===== config.mk =====
export PLATFORM = sky130hd
export DESIGN_NAME = multi_alarm_clock
export DESIGN_NICKNAME = d
export VERILOG_FILES = /design/src/rtl/clock_pkg.sv /design/src/rtl/hms_counter.sv /design/src/rtl/multi_alarm_clock.sv
export SDC_FILE = /design/constraint.sdc
export NUM_CORES = 1
export LEC_CHECK = 0
export ABC_AREA = 1
export CORE_ASPECT_RATIO = 0.8
export CORE_MARGIN = 3
export CORE_UTILIZATION = 55
export CTS_CLUSTER_SIZE = 8
export DETAILED_ROUTE_END_ITERATION = 10
export HOLD_SLACK_MARGIN = 0.1
export PLACE_DENSITY_LB_ADDON = 0.25
export SYNTH_ARGS = -nofsm -noshare
export SYNTH_HDL_FRONTEND = slang
export SYNTH_HIERARCHICAL = 1
export SYNTH_SLANG_ARGS = --single-unit

===== constraint.sdc =====
create_clock -name CLK_50 -period 2.53 [get_ports CLK_50]
set_input_delay 0.253 -clock CLK_50 [delete_from_list [all_inputs] [get_ports CLK_50]]
set_output_delay 0.253 -clock CLK_50 [all_outputs]
set_load 0.02 [all_outputs]

===== src/rtl/clock_pkg.sv =====
// Shared types and helpers for the multi-alarm clock.
// Time is carried as a packed H:M:S record.
package clock_pkg;

  localparam logic [5:0] MAX_HOUR    = 6'd23;
  localparam logic [5:0] MAX_MIN_SEC = 6'd59;

  typedef struct packed {
    logic [5:0] hour;
    logic [5:0] minute;
    logic [5:0] second;
  } hms_t;

  typedef enum logic [1:0] {
    IDLE,
    RING,
    SNOOZE
  } ring_state_t;

  function automatic logic hms_valid(hms_t t);
    return (t.hour <= MAX_HOUR) &&
           (t.minute <= MAX_MIN_SEC) &&
           (t.second <= MAX_MIN_SEC);
  endfunction

  // mins <= 59, so at most one hour carry
  function automatic hms_t hms_add_minutes(hms_t t, logic [5:0] mins);
    hms_t       r;
    logic [6:0] sum;
    r   = t;
    sum = {1'b0, t.minute} + {1'b0, mins};
    if (sum > 7'd59) begin
      r.minute = 6'(sum - 7'd60);
      r.hour   = (t.hour == MAX_HOUR) ? 6'd0 : t.hour + 6'd1;
    end else begin
      r.minute = sum[5:0];
    end
    return r;
  endfunction

endpackage


===== src/rtl/hms_counter.sv =====
// Clock divider plus 24-hour H:M:S carry chain.
// A load replaces the time, clears the divider and suppresses tick.
module hms_counter
  import clock_pkg::*;
#(
  parameter int CLK_HZ = 50_000_000
) (
  input  logic i_clk,
  input  logic i_rst,
  input  logic i_run,
  input  logic i_load,
  input  hms_t i_load_val,
  output hms_t o_time,
  output logic o_tick
);

  localparam int DW = (CLK_HZ > 1) ? $clog2(CLK_HZ) : 1;
  localparam logic [DW-1:0] DIV_LAST = DW'(CLK_HZ - 1);

  logic [DW-1:0] r_div;
  hms_t          r_time;
  logic          r_tick;
  hms_t          w_next;

  always_comb begin
    w_next = r_time;
    if (r_time.second == MAX_MIN_SEC) begin
      w_next.second = 6'd0;
      if (r_time.minute == MAX_MIN_SEC) begin
        w_next.minute = 6'd0;
        w_next.hour   = (r_time.hour == MAX_HOUR) ?
                        6'd0 : r_time.hour + 6'd1;
      end else begin
        w_next.minute = r_time.minute + 6'd1;
      end
    end else begin
      w_next.second = r_time.second + 6'd1;
    end
  end

  always_ff @(posedge i_clk) begin
    if (i_rst) begin
      r_div  <= '0;
      r_time <= '0;
      r_tick <= 1'b0;
    end else if (i_load) begin
      r_div  <= '0;
      r_time <= i_load_val;
      r_tick <= 1'b0;
    end else if (i_run && r_div == DIV_LAST) begin
      r_div  <= '0;
      r_time <= w_next;
      r_tick <= 1'b1;
    end else begin
      r_tick <= 1'b0;
      if (i_run) r_div <= r_div + 1'b1;
    end
  end

  assign o_time = r_time;
  assign o_tick = r_tick;

endmodule


===== src/rtl/multi_alarm_clock.sv =====
// Timekeeping core with NUM_ALARMS alarm slots and a
// ring/snooze state machine with auto-timeout.
module multi_alarm_clock
  import clock_pkg::*;
#(
  parameter int CLK_HZ         = 50_000_000,
  parameter int NUM_ALARMS     = 4,
  parameter int RING_SECONDS   = 60,
  parameter int SNOOZE_MINUTES = 5,
  localparam int IDXW = (NUM_ALARMS > 1) ? $clog2(NUM_ALARMS) : 1
) (
  input  logic                  CLK_50,
  input  logic                  reset_en,
  input  logic                  run_en,
  input  logic                  set_time_en,
  input  logic [5:0]            hour_set,
  input  logic [5:0]            minute_set,
  input  logic [5:0]            second_set,
  input  logic                  alarm_wr,
  input  logic [IDXW-1:0]       alarm_idx,
  input  logic                  alarm_on,
  input  logic                  snooze,
  input  logic                  dismiss,
  output logic [5:0]            hour,
  output logic [5:0]            minute,
  output logic [5:0]            second,
  output logic                  tick,
  output logic                  ringing,
  output logic [IDXW-1:0]       ring_idx,
  output logic [NUM_ALARMS-1:0] alarm_active
);

  localparam logic [7:0] RING_CNT = 8'(RING_SECONDS);
  localparam logic [5:0] SNZ_MIN  = 6'(SNOOZE_MINUTES);

  hms_t w_set;
  logic w_set_ok;
  logic w_load;
  logic w_wr;
  hms_t w_time;
  logic w_tick;

  assign w_set    = '{hour: hour_set, minute: minute_set,
                      second: second_set};
  assign w_set_ok = hms_valid(w_set);
  assign w_load   = set_time_en && w_set_ok;
  assign w_wr     = alarm_wr && w_set_ok &&
                    (int'(alarm_idx) < NUM_ALARMS);

  hms_counter #(.CLK_HZ(CLK_HZ)) u_cnt (
    .i_clk      (CLK_50),
    .i_rst      (reset_en),
    .i_run      (run_en),
    .i_load     (w_load),
    .i_load_val (w_set),
    .o_time     (w_time),
    .o_tick     (w_tick)
  );

  hms_t                  r_slot [NUM_ALARMS];
  logic [NUM_ALARMS-1:0] r_en;

  always_ff @(posedge CLK_50) begin
    if (reset_en) begin
      for (int i = 0; i < NUM_ALARMS; i++) r_slot[i] <= '0;
      r_en <= '0;
    end else if (w_wr) begin
      r_slot[alarm_idx] <= w_set;
      r_en[alarm_idx]   <= alarm_on;
    end
  end

  // Scan downward so the lowest matching slot is kept
  logic            w_hit;
  logic [IDXW-1:0] w_hit_idx;

  always_comb begin
    w_hit     = 1'b0;
    w_hit_idx = '0;
    for (int i = NUM_ALARMS - 1; i >= 0; i--) begin
      if (r_en[i] && r_slot[i] == w_time) begin
        w_hit     = 1'b1;
        w_hit_idx = IDXW'(i);
      end
    end
  end

  ring_state_t     r_state, w_state_nxt;
  logic [7:0]      r_cnt, w_cnt_nxt;
  hms_t            r_target, w_target_nxt;
  logic [IDXW-1:0] r_idx, w_idx_nxt;

  always_ff @(posedge CLK_50) begin
    if (reset_en) begin
      r_state  <= IDLE;
      r_cnt    <= '0;
      r_target <= '0;
      r_idx    <= '0;
    end else begin
      r_state  <= w_state_nxt;
      r_cnt    <= w_cnt_nxt;
      r_target <= w_target_nxt;
      r_idx    <= w_idx_nxt;
    end
  end

  always_comb begin
    w_state_nxt  = r_state;
    w_cnt_nxt    = r_cnt;
    w_target_nxt = r_target;
    w_idx_nxt    = r_idx;
    unique case (r_state)
      IDLE: begin
        if (w_tick && w_hit) begin
          w_state_nxt = RING;
          w_idx_nxt   = w_hit_idx;
          w_cnt_nxt   = RING_CNT;
        end
      end
      RING: begin
        if (dismiss) begin
          w_state_nxt = IDLE;
        end else if (snooze) begin
          w_state_nxt  = SNOOZE;
          w_target_nxt = hms_add_minutes(w_time, SNZ_MIN);
        end else if (w_tick) begin
          w_cnt_nxt = r_cnt - 8'd1;
          if (r_cnt <= 8'd1) w_state_nxt = IDLE;
        end
      end
      SNOOZE: begin
        if (dismiss) begin
          w_state_nxt = IDLE;
        end else if (w_tick && w_time == r_target) begin
          w_state_nxt = RING;
          w_cnt_nxt   = RING_CNT;
        end
      end
      default: w_state_nxt = IDLE;
    endcase
  end

  assign hour         = w_time.hour;
  assign minute       = w_time.minute;
  assign second       = w_time.second;
  assign tick         = w_tick;
  assign ringing      = (r_state == RING);
  assign ring_idx     = r_idx;
  assign alarm_active = r_en;

endmodule


==> flow_metrics.tcl <==
set metrics [dict create \
    avgViaCountPerCell 5.49 \
    post-cts-setup-buffer-count 0 \
    ant_nets 0 \
    crit_fanout 10 \
    ys_seq_area_share_pct 40.2 \
    place_hpwl_um 21200 \
    netlist_area_um2 9310 \
    drc 0 \
    wl_per_cell_um 17.0 \
    fill_cells 1353 \
    clk_pin_slew_worst_paths_ps 60 \
    clock_latency_ps 430 \
    tns_ps 0 \
    nNetsFinal 1463 \
    fin_hold_ws_ps 472 \
    via_count 9069 \
    slowest_stage "clkdlybuf4s50_1" \
    endpoint "ringing" \
    cp_cell_sequence "inv_1 -> nor2_2 -> clkdlybuf4s50_1" \
    min-delay-path-class "flip-flop to flip-flop" \
    max_freq_mhz 428 \
    cp_data_arrival_time_ps 2080 \
    synth-seq-cells 151 \
    setup.worst_path.start "r_state[0]" \
    slew_headroom_pct 62.9 \
    synth_cell_types 53 \
    worst_slew_pin_slew_ps 553 \
    synth_top_flop_cell "dfxtp_1" \
    grt_pass1_wl_um 44100 \
    p_leak_nw 4.85 \
    first_pass_iters 6 \
    period_share_pct 92.3 \
    fp.dieH_um 122 \
    fp.dieW_um 151 \
    irDropWorstVdd_mv 0.417 \
    drt_iter0_drc 1349 \
    clk_path_buf_depth 2 \
    coreArea_um2 16200 \
    ios 54 \
    hold_viol 0 \
    seqCellArea_um2 3740 \
    skew_ps 14.4 \
    r2r_slack_ps 300 \
    rr_worst_depth 11 \
    overflow 0 \
    fin_crit_ps 2330 \
    drt-total-wl_um 28000 \
    cts_tree "done" \
    syn_inst 1339 \
    rows 41 \
    r2r_end "u_cnt/o_time[12]" \
    async_reset_ff_share_pct 0 \
    cp.required_ps 2280 \
    rsz0062_at_grt "no" \
    cap_violations 0 \
    drv_slew 0 \
    r2r-start "u_cnt/o_time[0]" \
    p_per_area_nw_per_um2 591 \
    setup_violations 0 \
    grtUsageTotal_pct 31.1 \
    drive_above_1_share_pct 10.3 \
    end_kind "primary output" \
    yosysWarnings 6 \
    clock_sinks 151 \
    synth_edf_count 72 \
    numPortBuffers 53 \
    place.gp.congestion 0.982 \
    area_growth_pct 17.1 \
    crit_type "flip-flop to primary output" \
    start_util_pct 57.6 \
    cts-root-buf "clkbuf_16" \
    cts_htree_levels 4 \
    multi_input_area_um2 4630 \
    grt_pass1_vias 8297 \
    max_stage_delay_ps 780 \
    cts_buffers 17 \
    outcome "finished clean" \
    startpoint_type "flip-flop" \
    antenna_found_initial 0 \
    antennaDiodeCount 0 \
    die_area_um2 18500 \
    grt_max_degree 26 \
    syn_area_per_cell_um2 6.95 \
]
==> final cells by class <==
| cell class | instances | share of cell area [%] |
|---|---|---|
| multi-input cells | 967 | 42.5 |
| flip-flops and latches | 151 | 34.4 |
| repair buffers | 97 | 8.70 |
| inverters | 190 | 6.63 |
| clock buffers | 24 | 4.82 |
| well taps | 215 | 2.47 |
| clock inverters | 8 | 0.528 |
==> metal layers <==
layer	part of all wire [%]	global-route usage [%]	vias to the layer above	routed length, um
met2	42	45.7	513	11700
met3	13	8.60	59	3550
met5	0	0	-	0
li1	-	-	4393	-
met4	2.5	10.1	0	688
met1	43	44.4	4104	12100
==> sequential cells by signal, indices dropped and copies added, names as in the netlist <==
signal,count
alarm_active,4
r_cnt,8
r_slot,72
r_state,2
r_target,18
ring_idx,2
u_cnt/o_tick,1
u_cnt/o_time,18
u_cnt/r_div,26
==> what timing repair did <==
action | in CTS | in global routing
setup endpoints to repair | 0 | 1
gates resized for setup | 0 | 1
hold buffers | 0 | 0
==> cells by family (layout without fill, tap and decap cells) <==
family,after synthesis,count (layout),share of synthesized area (%)
AOI/OAI and AO/OA,114,114,7.00
other,1,4,0.0403
buffers and inverters,224,319,10.1
muxes,2,2,0.215
and+or+nand+nor,789,789,36.4
xor gates and xnor gates,47,47,4.50
adders and majority gates,11,11,1.48
DFF,151,151,40.2
==> layout by cell type (no fill, tap or decap), types with 3 or more instances in the layout <==
cell type / instances
a31oi_1: 3
xnor2_1: 22
inv_2: 16
nor2_2: 8
a21oi_2: 10
o21ai_0: 38
buf_12: 7
nand4_1: 32
or2_2: 4
nor2_1: 224
clkinv_4: 4
nand3_1: 60
nand2_2: 9
clkbuf_16: 20
nand2_1: 401
o22ai_1: 4
nand2_4: 5
buf_4: 37
nand3_2: 5
nand4_2: 3
inv_1: 169
conb_1: 4
a21oi_1: 44
nor3_1: 19
dfxtp_1: 78
clkdlybuf4s50_1: 53
nand3b_1: 4
o21ai_1: 9
xor2_1: 24
ha_1: 11
edfxtp_1: 72
clkbuf_1: 3
inv_4: 4
==> stage by stage <==
| stage | power, mW | utilization, % | instance area (um^2) | instances | worst slack (ps) |
|---|---|---|---|---|---|
| after floorplan | 3.60 | - | 9320 | 1342 | 411 |
| after global placement | 3.94 | 63.8 | 10300 | 1620 | 215 |
| after CTS | 6.43 | 67.5 | 10900 | 1652 | 217 |
| after detailed placement | 3.97 | 63.8 | 10300 | 1620 | 107 |
| final | 6.44 | 67.5 | 10900 | 1652 | 196 |
| after global routing | 6.70 | 67.5 | 10900 | 1652 | 118 |
==> cell usage after synthesis, types with 2 or more instances <==
cell type / n / area share (%)
o22ai_1: 4 / 0.27
nand2_4: 5 / 0.60
ha_1: 11 / 1.5
o21ai_1: 9 / 0.48
nand3_1: 60 / 3.2
buf_1: 2 / 0.081
nand2_2: 9 / 0.60
nand4_2: 3 / 0.40
xnor2_1: 22 / 2.1
nor4_1: 2 / 0.13
nor3b_1: 2 / 0.16
edfxtp_1: 72 / 23
nor3_1: 19 / 1.0
nand4_1: 32 / 2.2
nor2_4: 2 / 0.24
buf_6: 6 / 0.73
a31oi_1: 3 / 0.20
a21oi_1: 44 / 2.4
nand3b_1: 4 / 0.32
nor2_1: 224 / 9.0
clkbuf_1: 8 / 0.32
a21oi_2: 10 / 0.94
buf_2: 8 / 0.43
nand3_2: 5 / 0.54
inv_2: 16 / 0.65
clkinv_1: 2 / 0.081
nand2_1: 401 / 16
o21ai_0: 38 / 2.0
buf_4: 10 / 0.81
nor2_2: 8 / 0.54
or2_0: 2 / 0.13
or2_2: 4 / 0.27
xor2_1: 24 / 2.3
dfxtp_1: 79 / 17
mux2i_1: 2 / 0.22
inv_4: 2 / 0.13
inv_1: 169 / 6.8
==> how the worst min path moves through the flow <==
| stage | startpoint | cells after the start | slack, ps | to |
|---|---|---|---|---|
| after CTS | u_cnt/r_div[11] | 2 | 470 | u_cnt/r_div[11] |
| after floorplan | alarm_on | 2 | 400 | alarm_active[2] |
| final | ring_idx[1] | 1 | 470 | ring_idx[1] |
| after global placement | r_target[2] | 2 | 460 | r_target[2] |
| after detailed placement | ring_idx[1] | 1 | 460 | ring_idx[1] |
| after global routing | u_cnt/r_div[11] | 2 | 500 | u_cnt/r_div[11] |
==> critical path, delay by kind of cell (launching register included) <==
kind	cells	cell delay, ps
buffers and inverters	2	880
flip-flops	1	400
AND/OR/NAND/NOR	1	390
==> where the power goes <==
group / switching, mW / internal, mW / leakage (nW)
combinational: 0.685 / 0.429 / 3.23
clock: 1.03 / 1.46 / 0.291
sequential: 0.122 / 2.71 / 1.33
total: 1.84 / 4.60 / 4.85
No activity file was read; power rests on OpenSTA's default activity.
